## src/rtl/byte_mem_slave_if.sv

```systemverilog
`default_nettype none
// +--------------------------------------------------------------------+
// | byte_mem_slave_if : request/response bus for byte_mem_slave          |
// | rev 1.0                                                              |
// +--------------------------------------------------------------------+
interface byte_mem_slave_if #(
  parameter int addr_width = 4,
  parameter int mem_data   = 8
);
  logic                  s_cs;
  logic                  s_write;
  logic [addr_width+3:0] s_addr;
  logic [mem_data-1:0]   s_wdata;
  logic [mem_data-1:0]   m_rdata;
  logic                  m_ready;
  logic                  m_error;

  modport master (
    output s_cs, s_write, s_addr, s_wdata,
    input  m_rdata, m_ready, m_error
  );

  modport slave (
    input  s_cs, s_write, s_addr, s_wdata,
    output m_rdata, m_ready, m_error
  );
endinterface
`default_nettype wire

```

## src/rtl/byte_mem_slave.sv

```systemverilog
`default_nettype none
// +--------------------------------------------------------------------+
// | byte_mem_slave : byte-wide memory slave with optional wait states    |
// | optional write protection of the top region via MEM_WPROT_EN        |
// | rev 1.0                                                              |
// +--------------------------------------------------------------------+
module byte_mem_slave #(
  parameter int addr_width  = 4,
  parameter int mem_data    = 8,
  parameter int wait_states = 0
) (
  input  logic             PCLK,
  input  logic             PRESETn,
  byte_mem_slave_if.slave  bus
);

  localparam int BW    = addr_width + 4;
  localparam int DEPTH = 2 ** BW;

  logic [mem_data-1:0] mem [DEPTH];

  logic [BW-1:0]       w_acc_addr;
  logic [mem_data-1:0] w_acc_wdata;
  logic                w_we;
  logic                w_prot;

`ifdef MEM_WPROT_EN
  assign w_prot = &w_acc_addr[BW-1:4];
`else
  assign w_prot = 1'b0;
`endif

  // Storage is deliberately left out of reset.
  always_ff @(posedge PCLK) begin
    if (w_we) begin
      mem[w_acc_addr] <= w_acc_wdata;
    end
  end

  generate
    if (wait_states == 0) begin : g_comb
      assign w_acc_addr  = bus.s_addr;
      assign w_acc_wdata = bus.s_wdata;
      assign w_we        = PRESETn & bus.s_cs & bus.s_write & ~w_prot;

      assign bus.m_ready = PRESETn & bus.s_cs;
      assign bus.m_error = PRESETn & bus.s_cs & bus.s_write & w_prot;
      assign bus.m_rdata = (PRESETn & bus.s_cs & ~bus.s_write) ? mem[bus.s_addr] : '0;
    end else begin : g_fsm
      typedef enum logic [1:0] {
        ST_IDLE  = 2'd0,
        ST_WAIT  = 2'd1,
        ST_READY = 2'd2
      } state_t;

      localparam logic [3:0] CNT_LOAD = 4'(wait_states - 1);

      state_t              state_q, state_d;
      logic [3:0]          cnt_q, cnt_d;
      logic [BW-1:0]       addr_q, addr_d;
      logic                wr_q, wr_d;
      logic [mem_data-1:0] wdata_q, wdata_d;
      logic                ready_q, ready_d;
      logic                err_q, err_d;
      logic [mem_data-1:0] rdata_q, rdata_d;

      always_comb begin
        state_d = state_q;
        cnt_d   = cnt_q;
        addr_d  = addr_q;
        wr_d    = wr_q;
        wdata_d = wdata_q;
        ready_d = 1'b0;
        err_d   = 1'b0;
        rdata_d = '0;
        case (state_q)
          ST_IDLE: begin
            if (bus.s_cs) begin
              state_d = ST_WAIT;
              cnt_d   = CNT_LOAD;
              addr_d  = bus.s_addr;
              wr_d    = bus.s_write;
              wdata_d = bus.s_wdata;
            end
          end
          ST_WAIT: begin
            if (!bus.s_cs) begin
              state_d = ST_IDLE;
            end else if (cnt_q == 4'd0) begin
              // Response is registered here so it appears in READY.
              state_d = ST_READY;
              ready_d = 1'b1;
              err_d   = wr_q & w_prot;
              rdata_d = wr_q ? '0 : mem[addr_q];
            end else begin
              cnt_d = cnt_q - 4'd1;
            end
          end
          ST_READY: begin
            if (bus.s_cs) begin
              state_d = ST_WAIT;
              cnt_d   = CNT_LOAD;
              addr_d  = bus.s_addr;
              wr_d    = bus.s_write;
              wdata_d = bus.s_wdata;
            end else begin
              state_d = ST_IDLE;
            end
          end
          default: state_d = ST_IDLE;
        endcase
      end

      always_ff @(posedge PCLK or negedge PRESETn) begin
        if (!PRESETn) begin
          state_q <= ST_IDLE;
          cnt_q   <= 4'd0;
          addr_q  <= '0;
          wr_q    <= 1'b0;
          wdata_q <= '0;
          ready_q <= 1'b0;
          err_q   <= 1'b0;
          rdata_q <= '0;
        end else begin
          state_q <= state_d;
          cnt_q   <= cnt_d;
          addr_q  <= addr_d;
          wr_q    <= wr_d;
          wdata_q <= wdata_d;
          ready_q <= ready_d;
          err_q   <= err_d;
          rdata_q <= rdata_d;
        end
      end

      assign w_acc_addr  = addr_q;
      assign w_acc_wdata = wdata_q;
      assign w_we        = (state_q == ST_READY) & wr_q & ~w_prot;

      assign bus.m_ready = ready_q;
      assign bus.m_error = err_q;
      assign bus.m_rdata = rdata_q;
    end
  endgenerate

endmodule
`default_nettype wire

```

## src/flat_wrapper.sv

```systemverilog
// flat-port wrapper written by rule: the top's interface ports become plain ports
module byte_mem_slave_flat 
#(
  parameter int addr_width  = 4,
  parameter int mem_data    = 8,
  parameter int wait_states = 0
)
  (PCLK, PRESETn, bus_s_cs, bus_s_write, bus_s_addr, bus_s_wdata, bus_m_rdata, bus_m_ready, bus_m_error);
  byte_mem_slave_if #(.addr_width(addr_width), .mem_data(mem_data)) bus_i ();
  input  logic PCLK;
  input  logic PRESETn;
  input wire logic [$bits(bus_i.s_cs)-1:0] bus_s_cs;
  input wire logic [$bits(bus_i.s_write)-1:0] bus_s_write;
  input wire logic [$bits(bus_i.s_addr)-1:0] bus_s_addr;
  input wire logic [$bits(bus_i.s_wdata)-1:0] bus_s_wdata;
  output wire logic [$bits(bus_i.m_rdata)-1:0] bus_m_rdata;
  output wire logic [$bits(bus_i.m_ready)-1:0] bus_m_ready;
  output wire logic [$bits(bus_i.m_error)-1:0] bus_m_error;
  assign bus_i.s_cs = bus_s_cs;
  assign bus_i.s_write = bus_s_write;
  assign bus_i.s_addr = bus_s_addr;
  assign bus_i.s_wdata = bus_s_wdata;
  assign bus_m_rdata = bus_i.m_rdata;
  assign bus_m_ready = bus_i.m_ready;
  assign bus_m_error = bus_i.m_error;
  byte_mem_slave #(.addr_width(addr_width), .mem_data(mem_data), .wait_states(wait_states)) u_core (.PCLK(PCLK), .PRESETn(PRESETn), .bus(bus_i));
endmodule
```

## config.mk

```make
export PLATFORM = sky130hd
export DESIGN_NAME = byte_mem_slave_flat
export DESIGN_NICKNAME = d
export VERILOG_FILES = /design/src/rtl/byte_mem_slave_if.sv /design/src/rtl/byte_mem_slave.sv /design/src/flat_wrapper.sv
export SDC_FILE = /design/constraint.sdc
export NUM_CORES = 2
export LEC_CHECK = 0
export ABC_AREA = 1
export CORE_ASPECT_RATIO = 1.75
export CORE_UTILIZATION = 40
export CTS_CLUSTER_DIAMETER = 80
export CTS_CLUSTER_SIZE = 10
export DETAILED_ROUTE_END_ITERATION = 10
export GPL_TIMING_DRIVEN = 1
export PLACE_DENSITY = 0.63
export SLEW_MARGIN = 20
export SYNTH_ARGS = -nofsm -noshare
export SYNTH_HDL_FRONTEND = slang
export SYNTH_SLANG_ARGS = --single-unit
```

## constraint.sdc

```tcl
create_clock -name PCLK -period 2.7 [get_ports PCLK]
set_input_delay 0.405 -clock PCLK [delete_from_list [all_inputs] [get_ports PCLK]]
set_output_delay 0.405 -clock PCLK [all_outputs]
set_load 0.02 [all_outputs]
```

Word-level counts from Yosys, hierarchy flattened --
Memory sizes are Yosys's and may differ from the RTL's. Cells that the tools add are included.
Cells by class: mux-type cells 3, bitwise logic cells 4
Operators with widths (number):
- 2-to-1 mux 8 bit | 1
- bitwise AND 1 bit | 3
- 2-to-1 mux 1 bit | 2
- inverter 1 bit | 1
Storage, ports and cells: bits in registers 0, memory bits (writable) 2048, input bits 20, output and inout port bits 10, memories kept 1
Memory list:
- u_core.mem | depth 256, bits a word 8, rd ports 1, clocked after Yosys merged registers in 0, write ports 1, line byte_mem_slave.sv:20 | logic [mem_data-1:0] mem [DEPTH];

Longest topological paths before layout --
depth in word-level cells 4, gate-level depth with buffers 17

Least setup slack after synthesis --
No wires, ideal clock.
path kind input to register, start input port bus_s_addr[1], end memory u_core.mem[221][0] (enable), data arrival time 2026 ps, slack 304 ps, stages 8, buffers on the path 5, cell sequence buf_2 > buf_2 > buf_2 > buf_2 > nor2_1 > nand3_1 > clkbuf_1 > nor2_1
RTL lines:
- start, declared | line flat_wrapper.sv:14 | input wire logic [$bits(bus_i.s_addr)-1:0] bus_s_addr;
- end, declared | line byte_mem_slave.sv:20
No word-level cell before the write port.

Final worst setup path --
start memory u_core.mem[233][0], end output port bus_m_rdata[0]
Between the ends: longest elaborated chain between the ends 2
Ends and longest elaborated chain:
- memory read (256 x 8 bit)
- 2-to-1 mux 8 bit | line byte_mem_slave.sv:48 | assign bus.m_rdata = (PRESETn & bus.s_cs & ~bus.s_write) ? mem[bus.s_addr] : '0;
- end, declared | line flat_wrapper.sv:16 | output wire logic [$bits(bus_i.m_rdata)-1:0] bus_m_rdata;
No other way between the ends.

==> impl_metrics.csv <==
group,metric,value,unit
outcome,status,"complete, but fails checks",
outcome,violations,"negative setup slack",
pwr,combPwrFrac,0.074,
pwr,vdd_drop_max,542,uV
worst_setup_path,critPathKind,"reg2out",
yosys,ys_types,14,
placement,pre_cts_ws,-1.33,ns
timing,holdWs,0.0811,ns
min_path,min_to,"u_core.mem[1][3]",
yosys,syn_nets,8285,
cts,cts_tree,"built",
pwr,cellPowerDensity,649,nW/um^2
route,drt_iter0_markers,5444,
timing,tightest_slew,0.935,ns
route,wirelength,251000,um
yosys,seq_area_frac_synth,0.721,
route,wl_met2,130000,um
global_routing,grt_pass1_vias,59700,
finish,fill_cells,18800,
timing,hold_violations,0,
yosys,ys_warn_count,0,
cts,htree_levels,4,
finish,regMostFlops,"u_core.mem",
pwr,internal_power,51.4,mW
route,wl_met3,15300,um
timing,min_period,3.09,ns
floorplan,row_count,223,
worst_setup_path,critPathMaxFanout,1,
timing,maxSlewHeadroom,0.376,
floorplan,start_util,0.403,
cts,cts_inserted_buffers,230,
min_path,min_path_cells,1,
placement,place_hpwl,162000,um
yosys,synth_seq_cells,2048,
floorplan,die_w,351,um
timing,period_share,1.15,
finish,seqCellArea,61500,um^2
yosys,synth_area_leaders,"edfxtp_1 (72%), nand2_1 (22%), nor2_1 (2.7%)",
yosys,yosys.area.top_type,"edfxtp_1",
route,drt-pass1-iter-count,8,
yosys,syn_avg_cell_area,10.3,um^2
finish,largest_reg_flops,2048,
pwr,p_seq_frac,0.528,
route,highest_layer,"met5",
global_routing,grt_max_degree,84,
worst_setup_path,cp.arrival,2.69,ns
yosys,netlist_area,85300,um^2
run,max_cap_viol_count,0,
global_routing,grt_pass1_wl,367000,um
route,vias_per_cell,5.10,
finish,drive_gt1_frac,0.149,
floorplan,die_height,613,um
route,routedWlPerCell,21.5,um
placement,dpl_cell_area,94400,um^2
pwr,p_leak,41.5,nW
cts,cts_max_path_buffers,4,
cts,cts-root-buf,"clkbuf_16",
timing,rsz0062_at_grt,"yes",
finish,nNetsFinal,8869,
route,met1_length,89600,um
timing,worst_slack,-0.392,ns
floorplan,dieArea,215000,um^2
global_routing,antenna_found_initial,4,
finish,design_area,102000,um^2
finish,reg_top3,"u_core.mem: 2048 flops",
route,vias,59600,
global_routing,track_usage,0.230,
floorplan,ios,30,
timing,setup-tns-final,-3.04,ns
placement,routabilityCongestion,0.952,
pwr,sw_frac_of_total,0.224,
route,drc,0,
finish,multiInputGateArea,23000,um^2
yosys,netlist_instances,8265,
timing,fmax,323,MHz
worst_setup_path,end_kind,"output pin",
worst_setup_path,start_kind,"register",
timing,setup_viol,8,
min_path,min_path_type,"in2reg",
route,final_antenna_net_count,0,
cts,path_clk_slew,0.06,ns
global_routing,grt-ovfl-total,0,
yosys,synth_top_cell_area_share,0.721,
worst_setup_path,critPathRequiredTime,2.30,ns
finish,areaGrowthSynthToFinish,19.6,%
placement,portBuffers,28,
floorplan,core,211000,um^2
pwr,power.switching,14.9,mW
pwr,clkPwrFrac,0.398,
cts,cts_num_sinks,2048,
timing,slew_viol_final,0,
min_path,worstHoldStart,"bus_s_wdata[3]",
final cells by class:
cell class	instances	area share
Sequential cell	2048	0.603
Multi-Input combinational cell	5772	0.226
Timing Repair Buffer	781	0.0787
Clock buffer	231	0.0567
Tap cell	2812	0.0345
Inverter	16	0.00104
Clock inverter	6	0.000613
Antenna cell	2	0.0000491
power groups by stage:
stage | combinational [mW] | sequential [mW] | clock, mW
detailed placement | 4.52 | 35.7 | 0
global placement | 4.49 | 35.7 | 0
global route | 5.27 | 35.0 | 27.6
finish | 4.90 | 35.0 | 26.3
CTS | 4.74 | 35.0 | 26.6
floorplan | 2.07 | 35.7 | 0
worst max-delay path by stage:
stage	slack, ns	end	startpoint
6_report	-0.39	bus_m_rdata[0]	u_core.mem[233][0]
5_1_grt	-0.49	bus_m_rdata[5]	u_core.mem[234][5]
4_1_cts	-0.47	bus_m_rdata[6]	u_core.mem[136][6]
3_5_place_dp	-1.33	bus_m_rdata[4]	bus_s_addr[2]
3_3_place_gp	-1.33	bus_m_rdata[4]	bus_s_addr[2]
2_1_floorplan	0.30	bus_m_rdata[0]	bus_s_addr[1]
per-stage QoR:
stage	utilization	std cells	power, mW
CTS	0.479	11700	66.4
floorplan	-	8265	37.7
global route	0.482	11700	67.9
finish	0.482	11700	66.3
global placement	0.447	11400	40.1
detailed placement	0.447	11400	40.2
cells by family after synthesis:
family | after synthesis | synth area share
other | 1 | 0.0000440
AND/OR/NAND/NOR | 5755 | 0.256
buffers and inverters | 445 | 0.0223
flip-flops | 2048 | 0.721
AO/OA/AOI/OAI | 16 | 0.000939
cell usage in the layout (no fill, tap or decap), types with 2 or more instances in the layout:
cell / instances
dlygate4sd3_1: 5
buf_8: 14
inv_6: 5
buf_12: 120
diode_2: 2
nor2_1: 484
inv_1: 11
edfxtp_1: 2048
nand2_2: 137
nand2_1: 4833
nor2_2: 86
buf_16: 10
a21oi_1: 8
buf_6: 24
o21ai_1: 2
buf_4: 587
clkinv_8: 2
nand3_2: 44
clkdlybuf4s50_1: 8
bufbuf_16: 5
nand2_4: 14
nor2_4: 33
o21ai_0: 6
nand3_1: 124
clkbuf_16: 237
worst max-delay path, cell delays in order (launching register included):
cell	delay (ns)
edfxtp_1	0.37
nand2_1	0.08
nand2_1	0.05
nand2_1	0.08
nand2_2	0.09
nand2_1	0.08
nand2_2	0.07
nor2_2	0.12
nor2_1	0.05
nor2_1	0.11
buf_4	0.18
nand2_2	0.05
nand2_1	0.07
nand2_2	0.09
nor2_4	0.13
nor2_2	0.06
buf_6	0.13
per-layer routing:
layer  GRT usage  vias up
met2       0.414     2273
met3      0.0271      644
li1            -    27900
met1       0.257    28800
met5           0        -
met4       0.139        2
timing repair:
| action | in CTS | in global routing |
|---|---|---|
| endpoints found under the hold margin | 132 | 0 |
| setup buffers | 8 | 5 |
| endpoints found under the setup margin | 8 | 8 |
| hold buffers | 5 | 0 |
| pin swaps | 72 | 125 |
| cloned | 5 | 6 |
| resized for setup | 244 | 196 |
synth_stat cells:
master / instances
a21oi_1: 8
buf_1: 44
buf_2: 180
buf_4: 1
clkbuf_1: 204
clkinv_1: 2
conb_1: 1
edfxtp_1: 2048
inv_1: 12
inv_2: 2
nand2_1: 4984
nand3_1: 168
nor2_1: 603
o21ai_0: 8
No activity file was read; power rests on OpenSTA's default activity.
